<file path="src/rtl/fetch_queue_pkg.sv">
// fetch_queue_pkg: shared sizing and the fetch-to-decode packet type
package fetch_queue_pkg;
  localparam int FQ_DEPTH = 4;
  typedef struct packed {
    logic [31:0] inst;
    logic [63:0] PC;
    logic [63:0] NPC;
    logic        valid;
  } IF_ID_PACKET;
endpackage

</file>
<file path="src/rtl/fetch_queue_if.sv">
// fetch_queue_if: enqueue/dequeue handshake bundle between fetch, queue and decode
interface fetch_queue_if
  import fetch_queue_pkg::*;
#(
  parameter int DEPTH = FQ_DEPTH
);
  logic                   flush;
  logic                   enq_valid;
  IF_ID_PACKET            enq_packet;
  logic                   enq_ready;
  logic                   almost_full;
  logic                   deq_valid;
  IF_ID_PACKET            deq_packet;
  logic                   deq_ready;
  logic [$clog2(DEPTH):0] count;
  modport master (
    output flush, enq_valid, enq_packet, deq_ready,
    input  enq_ready, almost_full, deq_valid, deq_packet, count
  );
  modport slave (
    input  flush, enq_valid, enq_packet, deq_ready,
    output enq_ready, almost_full, deq_valid, deq_packet, count
  );
endinterface

</file>
<file path="src/rtl/fetch_queue_fq_ptr.sv">
// fq_ptr: wrapping pointer register with increment and synchronous clear
module fq_ptr #(
  parameter int W = 2
) (
  input  logic         clk,
  input  logic         rst,
  input  logic         inc,
  input  logic         clr,
  output logic [W-1:0] ptr
);
  logic [W-1:0] ptr_d, ptr_q;
  // clear wins over increment; wrap is the natural W-bit overflow
  always_comb ptr_d = clr ? '0 : inc ? ptr_q + W'(1) : ptr_q;
  // pointer register, async active-low reset
  always_ff @(posedge clk or negedge rst)
    if (!rst) ptr_q <= '0;
    else      ptr_q <= ptr_d;
  assign ptr = ptr_q;
endmodule

</file>
<file path="src/rtl/fetch_queue.sv">
// fetch_queue: in-order decoupling buffer between fetch and decode with one-cycle flush
module fetch_queue
  import fetch_queue_pkg::*;
#(
  parameter int DEPTH     = FQ_DEPTH,
  parameter int AFULL_LVL = DEPTH - 1
) (
  input logic        clk,
  input logic        rst,
  fetch_queue_if.slave q
);
  localparam int PW = $clog2(DEPTH);
  localparam int CW = PW + 1;
  localparam logic [CW-1:0] FULL  = CW'(DEPTH);
  localparam logic [CW-1:0] AFULL = CW'(AFULL_LVL);
  logic [CW-1:0] count_d, count_q;
  logic [PW-1:0] head, tail;
  logic          enq_fire, deq_fire;
  IF_ID_PACKET   mem_q [DEPTH];
  // transfers only fire from registered occupancy; flush masks both sides
  always_comb begin
    enq_fire = q.enq_valid && count_q != FULL && !q.flush;
    deq_fire = q.deq_ready && count_q != '0 && !q.flush;
    count_d  = q.flush ? '0 :
               (enq_fire && !deq_fire) ? count_q + CW'(1) :
               (deq_fire && !enq_fire) ? count_q - CW'(1) : count_q;
  end
  // occupancy register, emptied immediately by reset
  always_ff @(posedge clk or negedge rst)
    if (!rst) count_q <= '0;
    else      count_q <= count_d;
  // storage array is left unreset; occupancy alone decides what is live
  always_ff @(posedge clk)
    if (enq_fire) mem_q[tail] <= q.enq_packet;
  fq_ptr #(.W(PW)) u_head (.clk(clk), .rst(rst), .inc(deq_fire), .clr(q.flush), .ptr(head));
  fq_ptr #(.W(PW)) u_tail (.clk(clk), .rst(rst), .inc(enq_fire), .clr(q.flush), .ptr(tail));
  // outputs depend only on registered state; empty queue presents an all-zero bubble
  always_comb begin
    q.enq_ready   = count_q != FULL;
    q.almost_full = count_q >= AFULL;
    q.deq_valid   = count_q != '0;
    q.count       = count_q;
    q.deq_packet  = '0;
    if (count_q != '0) begin
      q.deq_packet       = mem_q[head];
      q.deq_packet.valid = 1'b1;
    end
  end
endmodule

</file>
<file path="src/flat_wrapper.sv">
// flat-port wrapper written by rule: the top's interface ports become plain ports
module fetch_queue_flat import fetch_queue_pkg::*;
#(
  parameter int DEPTH     = FQ_DEPTH,
  parameter int AFULL_LVL = DEPTH - 1
)
  (clk, rst, q_flush, q_enq_valid, q_enq_packet, q_deq_ready, q_enq_ready, q_almost_full, q_deq_valid, q_deq_packet, q_count);
  fetch_queue_if #(.DEPTH(DEPTH)) q_i ();
  input logic clk;
  input logic rst;
  input wire logic [$bits(q_i.flush)-1:0] q_flush;
  input wire logic [$bits(q_i.enq_valid)-1:0] q_enq_valid;
  input wire logic [$bits(q_i.enq_packet)-1:0] q_enq_packet;
  input wire logic [$bits(q_i.deq_ready)-1:0] q_deq_ready;
  output wire logic [$bits(q_i.enq_ready)-1:0] q_enq_ready;
  output wire logic [$bits(q_i.almost_full)-1:0] q_almost_full;
  output wire logic [$bits(q_i.deq_valid)-1:0] q_deq_valid;
  output wire logic [$bits(q_i.deq_packet)-1:0] q_deq_packet;
  output wire logic [$bits(q_i.count)-1:0] q_count;
  assign q_i.flush = q_flush;
  assign q_i.enq_valid = q_enq_valid;
  assign q_i.enq_packet = q_enq_packet;
  assign q_i.deq_ready = q_deq_ready;
  assign q_enq_ready = q_i.enq_ready;
  assign q_almost_full = q_i.almost_full;
  assign q_deq_valid = q_i.deq_valid;
  assign q_deq_packet = q_i.deq_packet;
  assign q_count = q_i.count;
  fetch_queue #(.DEPTH(DEPTH), .AFULL_LVL(AFULL_LVL)) u_core (.clk(clk), .rst(rst), .q(q_i));
endmodule
</file>
<file path="config.mk">
export PLATFORM = sky130hd
export DESIGN_NAME = fetch_queue_flat
export DESIGN_NICKNAME = d
export VERILOG_FILES = /design/src/rtl/fetch_queue_pkg.sv /design/src/rtl/fetch_queue_if.sv /design/src/rtl/fetch_queue_fq_ptr.sv /design/src/rtl/fetch_queue.sv /design/src/flat_wrapper.sv
export SDC_FILE = /design/constraint.sdc
export NUM_CORES = 1
export LEC_CHECK = 0
export CORE_MARGIN = 4
export CORE_UTILIZATION = 24
export DETAILED_ROUTE_END_ITERATION = 10
export HOLD_SLACK_MARGIN = 0.06
export PLACE_DENSITY = 0.49
export SYNTH_ARGS = -nofsm -noshare
export SYNTH_HDL_FRONTEND = slang
export SYNTH_SLANG_ARGS = --single-unit
</file>
<file path="constraint.sdc">
create_clock -name clk -period 5.75 [get_ports clk]
set_input_delay 1.15 -clock clk [delete_from_list [all_inputs] [get_ports clk]]
set_output_delay 1.15 -clock clk [all_outputs]
set_load 0.01 [all_outputs]
</file>
==> After elaboration in Yosys (flattened, before gate mapping) <==
Memories as Yosys holds them, arrays and structs flattened.
Cells that the tools add are included.
{ "classes": {"n_eq_ne": 1, "n_addsub": 4, "mux": 10, "magnitude_cmp": 1, "reduce_logical": 13} }
{ "ops": {"columns": ["cell", "count"], "rows": [
  ["$mux W161", 1],
  ["$mux W3", 3],
  ["$mux W2", 4],
  ["$logic_and A1 B1 Y1", 6],
  ["$reduce_bool A3 Y1", 2],
  ["$add A2 B1 Y2 const B", 2],
  ["$reduce_bool A2 Y1", 2],
  ["$add A3 B1 Y3 const B", 1],
  ["$ge A3 B2 Y1 const B", 1],
  ["$logic_not A1 Y1", 3],
  ["$ne A3 B3 Y1 const B", 1],
  ["$sub A3 B1 Y3 const B", 1],
  ["$mux W1", 2]
]} }
{ "totals": {"mem_bits_rw": 644, "register_bits": 7, "mem_count": 1} }
{ "memory_table": {"columns": ["memory", "depth", "width", "rd", "rd_ports_with_merged_regs", "wr", "line", "rtl"], "rows": [
  ["u_core.mem_q", 4, 161, 1, 0, 1, "fetch_queue.sv:19", "IF_ID_PACKET mem_q [DEPTH];"]
]} }

==> Logic depth before layout (Yosys ltp) <==
Gate-level depths: netlist of run 1.
{ "logic_depth": {"word_depth": 8, "mapped_depth": 7} }

==> Modules after synthesis <==
Synthesis of run 1 repeated with hierarchy kept, for this count alone.
{ "unflattened": {"cells_unflattened": 1069, "area_unflattened_um2": 24659.9} }
{ "by_module_without_submodules": {"columns": ["module", "seq_area_each_um2", "area_per_inst_um2", "instances", "cells_per_inst"], "rows": [
  ["fetch_queue", 19293.5, 24482.2, 1, 1055],
  ["fq_ptr", 50.0, 88.8, 2, 7]
]} }

==> Worst setup path before layout of run 1 <==
OpenSTA, ideal clock, no wires.
{ "synth_path": {"kind": "input to register", "startpoint": "input q_enq_valid", "endpoint": "memory u_core.mem_q[2][100] (netlist bit) (enable)", "setup_time_ns": 0.539, "t_required_ns": 5.211, "path_stages": 4, "path_slack_ns": -0.231, "arrival_time_ns": 5.442, "cell_sequence": "clkbuf_1 inv_1 nor3_1 and2_1"} }
{ "synth_via": {"elab_chain_len": 4} }
{ "synth_rtl": {"columns": ["element", "line", "rtl"], "rows": [
  ["start, declared", "flat_wrapper.sv:12", "input wire logic [$bits(q_i.enq_valid)-1:0] q_enq_valid;"],
  ["$logic_and A1 B1 Y1 (2 in series)", "fetch_queue.sv:22", "enq_fire = q.enq_valid && count_q != FULL && !q.flush;"],
  ["$mux W1", "fetch_queue.sv:34", "if (enq_fire) mem_q[tail] <= q.enq_packet;"],
  ["$mux W1 (not written as such)", "fetch_queue.sv:34", null],
  ["end, declared", "fetch_queue.sv:19", null]
]} }
Every way passes these cells.

==> Final worst setup path of run 1 <==
{ "layout_path": {"startpoint": "register u_core.u_head.ptr_q[0], in the netlist u_core.u_head.ptr[0]", "endpoint": "output q_deq_packet[56]"} }
{ "layout_via": {"elab_chain_len": 2} }
{ "layout_rtl": {"columns": ["element", "line", "rtl"], "rows": [
  ["start, declared", "fetch_queue_fq_ptr.sv:11", "logic [W-1:0] ptr_d, ptr_q;"],
  ["start signal, assigned", "fetch_queue_fq_ptr.sv:17", "else ptr_q <= ptr_d;"],
  ["$mem_v2 Z4 W161", null, null],
  ["$mux W161", "fetch_queue.sv:44", "if (count_q != '0) begin"],
  ["end, declared", "flat_wrapper.sv:18", "output wire logic [$bits(q_i.deq_packet)-1:0] q_deq_packet;"]
]} }
Every way passes these cells.

==> Flow_metrics.wiki, run 1 <==
{| class="wikitable"
! Metric !! Value
|-
| Standard cell core area || 0.102 mm^2
|-
| Internal || 10700 uW
|-
| Count of unique library cells instantiated by Yosys || 30
|-
| Arrival time at the worst endpoint || 3.32 ns
|-
| Dpl cells || 2745
|-
| Unrepaired setup endpoints after global routing || no
|-
| Layout cells sized above 1 || 19.8%
|-
| Standard-cell rows || 117
|-
| Internal reg-to-reg setup slack || 3.15 ns
|-
| Worst vdd rail ir drop || 0.000319 V
|-
| Setup Viol. Count Final || 0
|-
| Crit path kind || flip-flop to output port
|-
| Type of destination of the critical path || output port
|-
| Class of the tightest hold or removal check || flip-flop to flip-flop
|-
| Starting density of the core || 24.2%
|-
| Vias in the first global route || 12900
|-
| Area occupied by registers || 0.0194 mm^2
|-
| First-pass GRT wire length || 85800 um
|-
| Routing usage on met1 || 12.7%
|-
| Startpoint of the most critical setup path || u_core.u_head.ptr[0]
|-
| Reg-to-reg endpoint || u_core.mem_q[2][151]
|-
| Proportion of netlist area held by the largest area contributor || 77.9%
|-
| Final count of pins violating max slew || 0
|-
| Fraction of power spent switching nets || 26.8%
|-
| Final std cell area, no fill || 0.0324 mm^2
|-
| Num Clock Sinks || 647
|-
| Die width || 329 um
|-
| Clock period minus final worst setup slack || 4.47 ns
|-
| # resized after CTS || 0
|-
| Post-Layout Cell Count || 2890
|-
| Setup TNS Final || 0 ns
|-
| Max-Slew Margin vs Limit || 33.5%
|-
| Number of antenna violations at the first check in global routing || 13
|-
| Static leakage || 0.0100 uW
|-
| Total power divided by cell area || 451 mW/mm^2
|-
| Capture point of the worst path || q_deq_packet[56]
|-
| Highest clock rate || 224 MHz
|-
| Final Cycle Share || 77.7%
|-
| Detailed-route via count || 11800
|-
| DIE HEIGHT || 329 um
|-
| Critical Path RT || 4.60 ns
|-
| Final Net Count || 1627
|-
| Congestion Overflow GR || 0
|-
| Area grow syn2layout || 31.4%
|-
| Number of buffers created by CTS || 77
|-
| Area of the mapped netlist || 0.0247 mm^2
|-
| Net Count, Synth || 1248
|-
| Insertion delay of the later-clocked pin in the worst-skew pair || 0.62 ns
|-
| Tightest Pin Transition || 0.997 ns
|-
| Vias per std cell || 4.09
|-
| Critical register-to-register path startpoint || u_core.q.count[2]
|-
| Min Hold Slack || 0.605 ns
|-
| Count of input and output buffers || 331
|-
| Count of fill cells added during filler insertion || 9895
|-
| R2R cell count || 4
|-
| Flop pwr share || 38.0%
|-
| Longest Clk Path Bufs || 3
|-
| Biggest area consumer among synthesized cells || edfxtp_1
|-
| Met3 Use GR || 3.93%
|-
| IO Count || 333
|-
| Part of the Yosys area used for sequential elements || 78.6%
|-
| DRC marker count from the first detailed-route iteration || 459
|-
| Half-perimeter wire length of the detailed placement result || 34600 um
|-
| Hold buffers post-CTS || 0
|-
| Clock root buffer || clkbuf_16
|-
| DR pass1 iterations || 4
|-
| Yosys synthesis warning count || 0
|-
| Die Area || 0.108 mm^2
|-
| WL final || 58700 um
|-
| Setup Buffers After CTS || 0
|-
| Post-placement cell area || 0.0298 mm^2
|-
| Final weighted congestion in routability-driven placement || 0.682
|-
| Maximum net fanout on the critical path || 28
|-
| Max-cap viol count || 0
|-
| Maximum number of pins on one net before global-route repair || 102
|-
| Result of the run || complete, no violations
|-
| GRT Overall Usage || 10.8%
|-
| Multi-input combinational cell area || 0.00494 mm^2
|-
| Nature of the critical path startpoint || flip-flop
|-
| Met2 Resource Use GR || 18.5%
|-
| Largest cells by area after synthesis || edfxtp_1 (78%), mux4_2 (15%), and2_1 (4.2%)
|-
| Post-detailed-route count of antenna-violating nets || 0
|-
| Combinational group share of total power || 28.7%
|-
| Net Sw Power || 3910 uW
|-
| Number of H-tree levels || 3
|-
| CTS tree || yes
|-
| Synthesized area per cell || 22.9 um^2
|-
| Syn Inst Count || 1077
|-
| Detail-routed net length per standard cell || 20.3 um
|-
| Layer with the highest usage after global routing || met2
|-
| Clock Pin Slew Worst Setup and Hold Paths || 0.05 ns
|-
| Detailed-route DRC error count || 0
|-
| Clock group share of total power || 33.2%
|-
| Clock skew || 0.0138 ns
|-
| Number of register bits inferred by synthesis || 647
|-
| Final hold violation count || 0
|}
==> critical path, cell delays in order (launching register included) <==
cell and delay (ns):
dfrtp_4 0.89, buf_4 0.50, mux4_2 0.56, and2_1 0.21, clkdlybuf4s50_1 0.50
==> power by group through the flow <==
stage	Combinational, uW	Sequential [uW]	Clock [uW]
after CTS	4380	5570	5040
final	4200	5560	4860
after floorplan	2190	5590	0
after global routing	4550	5590	5250
after global placement	4370	5660	0
after detailed placement	4360	5670	0
==> cells in the mapped netlist, drive strengths merged <==
cell type and count:
a21oi 2, a221o 1, a311o 1, a31oi 1, and2 164, buf 32
clkbuf 26, dfrtp 7, edfxtp 640, fa 1, ha 4, inv 7
mux2 2, mux2i 1, mux4 160, nand2 1, nand3 2, nand4 1
nor2 9, nor2b 1, nor3 1, nor3b 2, nor4 1, o21a 1
o21ai 5, o311ai 1, o31ai 1, xor2 2
==> cell type report <==
cell class	count	area share [%]
clock inverters	52	1.81
diodes	7	0.0541
clock buffers	86	6.05
flip-flops and latches	647	59.9
repair buffers	358	11.6
inverters	7	0.0811
multi-input cells	365	15.2
well taps	1368	5.28
==> logic make-up (layout without fill, tap and decap cells) <==
kind of cell	Yosys count	in the layout	synth area share, %
other cells	0	7	0
xor+xnor	2	2	0.0710
buf+inv	65	503	1.42
simple gates	182	182	4.51
fa+ha+maj	5	5	0.284
flops	647	647	78.6
mux	163	163	14.7
compound gates	13	13	0.345
==> cells in the final DEF (no fill, tap or decap), drive strengths merged, types with 5 or more instances in the layout <==
cell type / synthesis / layout
edfxtp: 640 / 640
clkdlybuf4s50: 0 / 331
and2: 164 / 164
mux4: 160 / 160
clkbuf: 26 / 86
clkinv: 0 / 32
buf: 32 / 27
inv: 7 / 14
bufinv: 0 / 12
nor2: 9 / 9
diode: 0 / 7
dfrtp: 7 / 7
o21ai: 5 / 5
==> through the flow <==
stage                     total power [uW]  worst slack, ns  util, %
after global routing                 15400            0.994     31.8
after detailed placement             10000             1.71     29.3
after floorplan                       7780             1.55        -
after global placement               10000             1.75     29.3
after CTS                            15000             1.10     31.8
final                                14600             1.28     31.8
==> flip-flops by register name, summed over array words and instances (netlist names) <==
signal             flops
u_core.u_head.ptr      2
u_core.mem_q         640
u_core.q.count         3
u_core.u_tail.ptr      2
==> how the worst min path moves through the flow <==
| stage | startpoint | end | slack [ns] | cells after the start |
|---|---|---|---|---|
| 4_1_cts | u_core.u_tail.ptr[0] | u_core.u_tail.ptr[0] | 0.61 | 2 |
| 3_3_place_gp | u_core.u_tail.ptr[0] | u_core.u_tail.ptr[0] | 0.60 | 2 |
| 5_1_grt | u_core.u_tail.ptr[1] | u_core.u_tail.ptr[1] | 0.67 | 2 |
| 6_report | u_core.u_tail.ptr[0] | u_core.u_tail.ptr[0] | 0.60 | 2 |
| 2_1_floorplan | u_core.u_tail.ptr[0] | u_core.u_tail.ptr[0] | 0.56 | 2 |
| 3_5_place_dp | u_core.u_tail.ptr[0] | u_core.u_tail.ptr[0] | 0.60 | 2 |
==> metal layers <==
layer	vias to the layer above	share of wire [%]
met5	-	0.097
met4	8	2.2
met3	94	7.3
met2	302	51
met1	6211	40
li1	5208	-
Power figures use the tool's default switching activity.
==> run 2: changes to the inputs <==
- clock period: 5.75 -> 4.7 ns (I/O delays scaled with it)
==> run 2 against run 1 <==
Wire length decreased by 2.6%. Critical path depth grew 1. Core utilization fell by 0.17 points. Worst setup slack lost 0.63 ns. Combinational power increased by 22%. Via count down 0.53%. Highest routed layer unchanged. Count of clock-buffer cells in the layout rose by 4. Clock power is 16% higher. Largest cell class unchanged. Power up 20%. Die area did not move. Hold slack lost 0.0079 ns. Sequential power rose by 21%.
==> Flow_metrics.wiki, run 2 (synthesis gave the netlist of run 1 again) <==
{| class="wikitable"
! Metric !! Value
|-
| Crit-path cells || nor2_1, nand2_4, buf_12, and2_1, clkdlybuf4s50_1
|-
| Detailed-route DRC error count || 0 (unchanged)
|-
| Library cell contributing the largest single delay on the critical path || nand2_4
|-
| Number of buffers created by CTS || 75 (-2.6%)
|-
| Hold buffers post-CTS || 0 (unchanged)
|-
| Count of fill cells added during filler insertion || 9891 (-0.040%)
|-
| Max-cap viol count || 0 (unchanged)
|-
| Post-detailed-route count of antenna-violating nets || 0 (unchanged)
|-
| Clock Pin Slew Worst Setup and Hold Paths || 0.06 ns (about the same)
|-
| Setup Buffers After CTS || 0 (unchanged)
|-
| Nature of the critical path startpoint || flip-flop
|-
| CTS tree || yes
|-
| Highest clock rate || 247 MHz
|-
| Number of H-tree levels || 3 (unchanged)
|-
| Critical Path RT || 3.76 ns (-0.84 ns)
|-
| Setup TNS Final || 0 ns (unchanged)
|-
| Most common cell after layout, fill and taps aside || edfxtp_1
|-
| Congestion Overflow GR || 0 (unchanged)
|-
| Clock period minus final worst setup slack || 4.05 ns
|-
| Class of the tightest hold or removal check || input pin to async pin
|-
| DIE HEIGHT || 329 um (unchanged)
|-
| WL final || 57200 um (-2.6%)
|-
| Flop pwr share || 38.5% (+0.5 points)
|-
| Standard-cell rows || 117 (unchanged)
|-
| Setup Viol. Count Final || 0 (unchanged)
|-
| IO Count || 333 (unchanged)
|-
| Number of buffer and inverter instances along the worst setup path || 2 (unchanged)
|-
| Fraction of power spent switching nets || 26.9% (+0.16 points)
|-
| Die Area || 0.108 mm^2 (unchanged)
|-
| Combinational group share of total power || 29.2% (+0.5 points)
|-
| Internal reg-to-reg setup slack || 2.32 ns (-0.83 ns)
|-
| Final hold violation count || 0 (unchanged)
|-
| Longest Clk Path Bufs || 3 (unchanged)
|-
| Area grow syn2layout || 30.7%
|-
| DRC marker count from the first detailed-route iteration || 634 (+38%)
|-
| Final Cycle Share || 86.1%
|-
| Worst vdd rail ir drop || 0.000423 V (+33%)
|-
| Startpoint of the most critical setup path || u_core.q.count[0]
|-
| Final count of pins violating max slew || 0 (unchanged)
|-
| Maximum net fanout on the critical path || 64 (+130%)
|-
| GRT Overall Usage || 10.6% (-0.23 points)
|-
| Commonest non-fill, non-tap cells in the layout || edfxtp_1 (640), clkdlybuf4s50_1 (331), mux4_2 (160), and2_1 (160), clkbuf_16 (75)
|-
| Standard cell core area || 0.102 mm^2 (unchanged)
|-
| # resized after CTS || 0 (unchanged)
|-
| Vias per std cell || 4.08 (-0.33%)
|-
| Tightest Pin Transition || 0.858 ns (-0.139 ns)
|-
| Half-perimeter wire length of the detailed placement result || 34100 um (-1.4%)
|-
| Starting density of the core || 24.2% (unchanged)
|-
| Detailed-route via count || 11800 (-0.53%)
|-
| Maximum number of pins on one net before global-route repair || 65 (-36%)
|-
| Number of antenna violations at the first check in global routing || 10 (-3)
|-
| Static leakage || 0.00992 uW (-0.87%)
|-
| Critical register-to-register path startpoint || u_core.q.count[2]
|-
| Insertion delay of the later-clocked pin in the worst-skew pair || 0.61 ns (about the same)
|-
| Max-Slew Margin vs Limit || 42.8% (+9.3 points)
|-
| Reg-to-reg endpoint || u_core.mem_q[0][105]
|-
| Arrival time at the worst endpoint || 3.11 ns (-0.21 ns)
|-
| Area occupied by registers || 0.0194 mm^2 (unchanged)
|-
| Layout cells sized above 1 || 19.8% (about the same)
|-
| DR pass1 iterations || 4 (unchanged)
|-
| Crit path kind || flip-flop to output port
|-
| Clock skew || 0.0164 ns (+0.00254 ns)
|-
| Total power divided by cell area || 544 mW/mm^2 (+21%)
|-
| Top register by number of flip-flops || u_core.mem_q
|-
| Num Clock Sinks || 647 (unchanged)
|-
| Final Net Count || 1622 (-0.31%)
|-
| Internal || 12800 uW (+20%)
|-
| Die width || 329 um (unchanged)
|-
| Net Sw Power || 4720 uW (+21%)
|-
| Unrepaired setup endpoints after global routing || no
|-
| Largest register FFs || 640 (unchanged)
|-
| Final weighted congestion in routability-driven placement || 0.706 (+3.4%)
|-
| Vias in the first global route || 13100 (+1.3%)
|-
| Clock group share of total power || 32.3% (-0.9 points)
|-
| Type of destination of the critical path || output port
|-
| Min Hold Slack || 0.597 ns (-0.00789 ns)
|-
| Worst stage delay on the critical path || 0.50 ns (-0.39 ns)
|-
| Clock root buffer || clkbuf_16
|-
| Cell class contributing the biggest share of worst-path delay || simple AND/OR/NAND/NOR gates
|-
| Result of the run || complete, no violations
|-
| First-pass GRT wire length || 84800 um (-1.2%)
|-
| Count of input and output buffers || 331 (unchanged)
|-
| Multi-input combinational cell area || 0.00494 mm^2 (unchanged)
|-
| R2R cell count || 4 (unchanged)
|-
| Detail-routed net length per standard cell || 19.8 um (-2.4%)
|}
==> run 2: changes by cell type in the layout (fill, tap and decap cells not counted), sizes merged <==
| cell | before | now |
|---|---|---|
| buf | 27 | 24 |
| clkbuf | 86 | 90 |
| clkinv | 32 | 27 |
| clkinvlp | 1 | 3 |
| bufinv | 12 | 8 |
==> run 2: metrics by stage <==
stage | total power, uW | setup slack (ns) | util, % | cells | area [um^2]
6_report | 17500 | 0.652 | 31.6 | 2884 | 32200
5_1_grt | 18500 | 0.360 | 31.6 | 2878 | 32200
4_1_cts | 18000 | 0.451 | 31.6 | 2877 | 32200
3_5_place_dp | 12200 | 1.16 | 29.3 | 2742 | 29800
3_3_place_gp | 12200 | 1.18 | 29.3 | 2742 | 29800
2_1_floorplan | 9520 | 0.711 | - | 1077 | 24700
==> run 2: worst max path at each step <==
stage | cells after the start | to | slack (ns)
final | 5 | q_deq_packet[134] | 0.65
after detailed placement | 5 | q_deq_packet[129] | 1.16
after floorplan | 4 | u_core.mem_q[0][100] | 0.71
after CTS | 5 | q_deq_packet[129] | 0.45
after global routing | 5 | q_deq_packet[129] | 0.36
after global placement | 5 | q_deq_packet[134] | 1.18
==> run 2: area by class of cell <==
cell class,instances,share of cell area (%)
sequential,647,60.2
multi-input combinational,365,15.3
timing repair buffer,355,11.6
clock buffer,90,6.00
tap,1368,5.31
clock inverter,45,1.48
inverter,7,0.0815
antenna,7,0.0543
==> run 2: routing by layer <==
| layer | share of wire (%) | up-vias | wire [um] | global-route usage [%] |
|---|---|---|---|---|
| met4 | 2.3 | 4 | 1320 | 2.98 |
| met3 | 7.6 | 93 | 4320 | 3.75 |
| met5 | 0.047 | - | 27 | 0 |
| li1 | - | 5194 | - | - |
| met2 | 51 | 326 | 28900 | 18.1 |
| met1 | 40 | 6143 | 22600 | 12.5 |
==> run 2: worst register-to-register path: stages, from the launching register on <==
cell	delay (ns)
dfrtp_1	0.47
nor3b_1	0.23
nor3_1	0.37
and2_4	0.51
buf_12	0.34
==> run 2: power by group through the flow <==
stage,registers (uW),logic (uW),clock network (uW)
after global routing,6770,5570,6130
final,6750,5130,5660
after detailed placement,6870,5310,0
after global placement,6850,5320,0
after CTS,6750,5330,5890
after floorplan,6840,2680,0
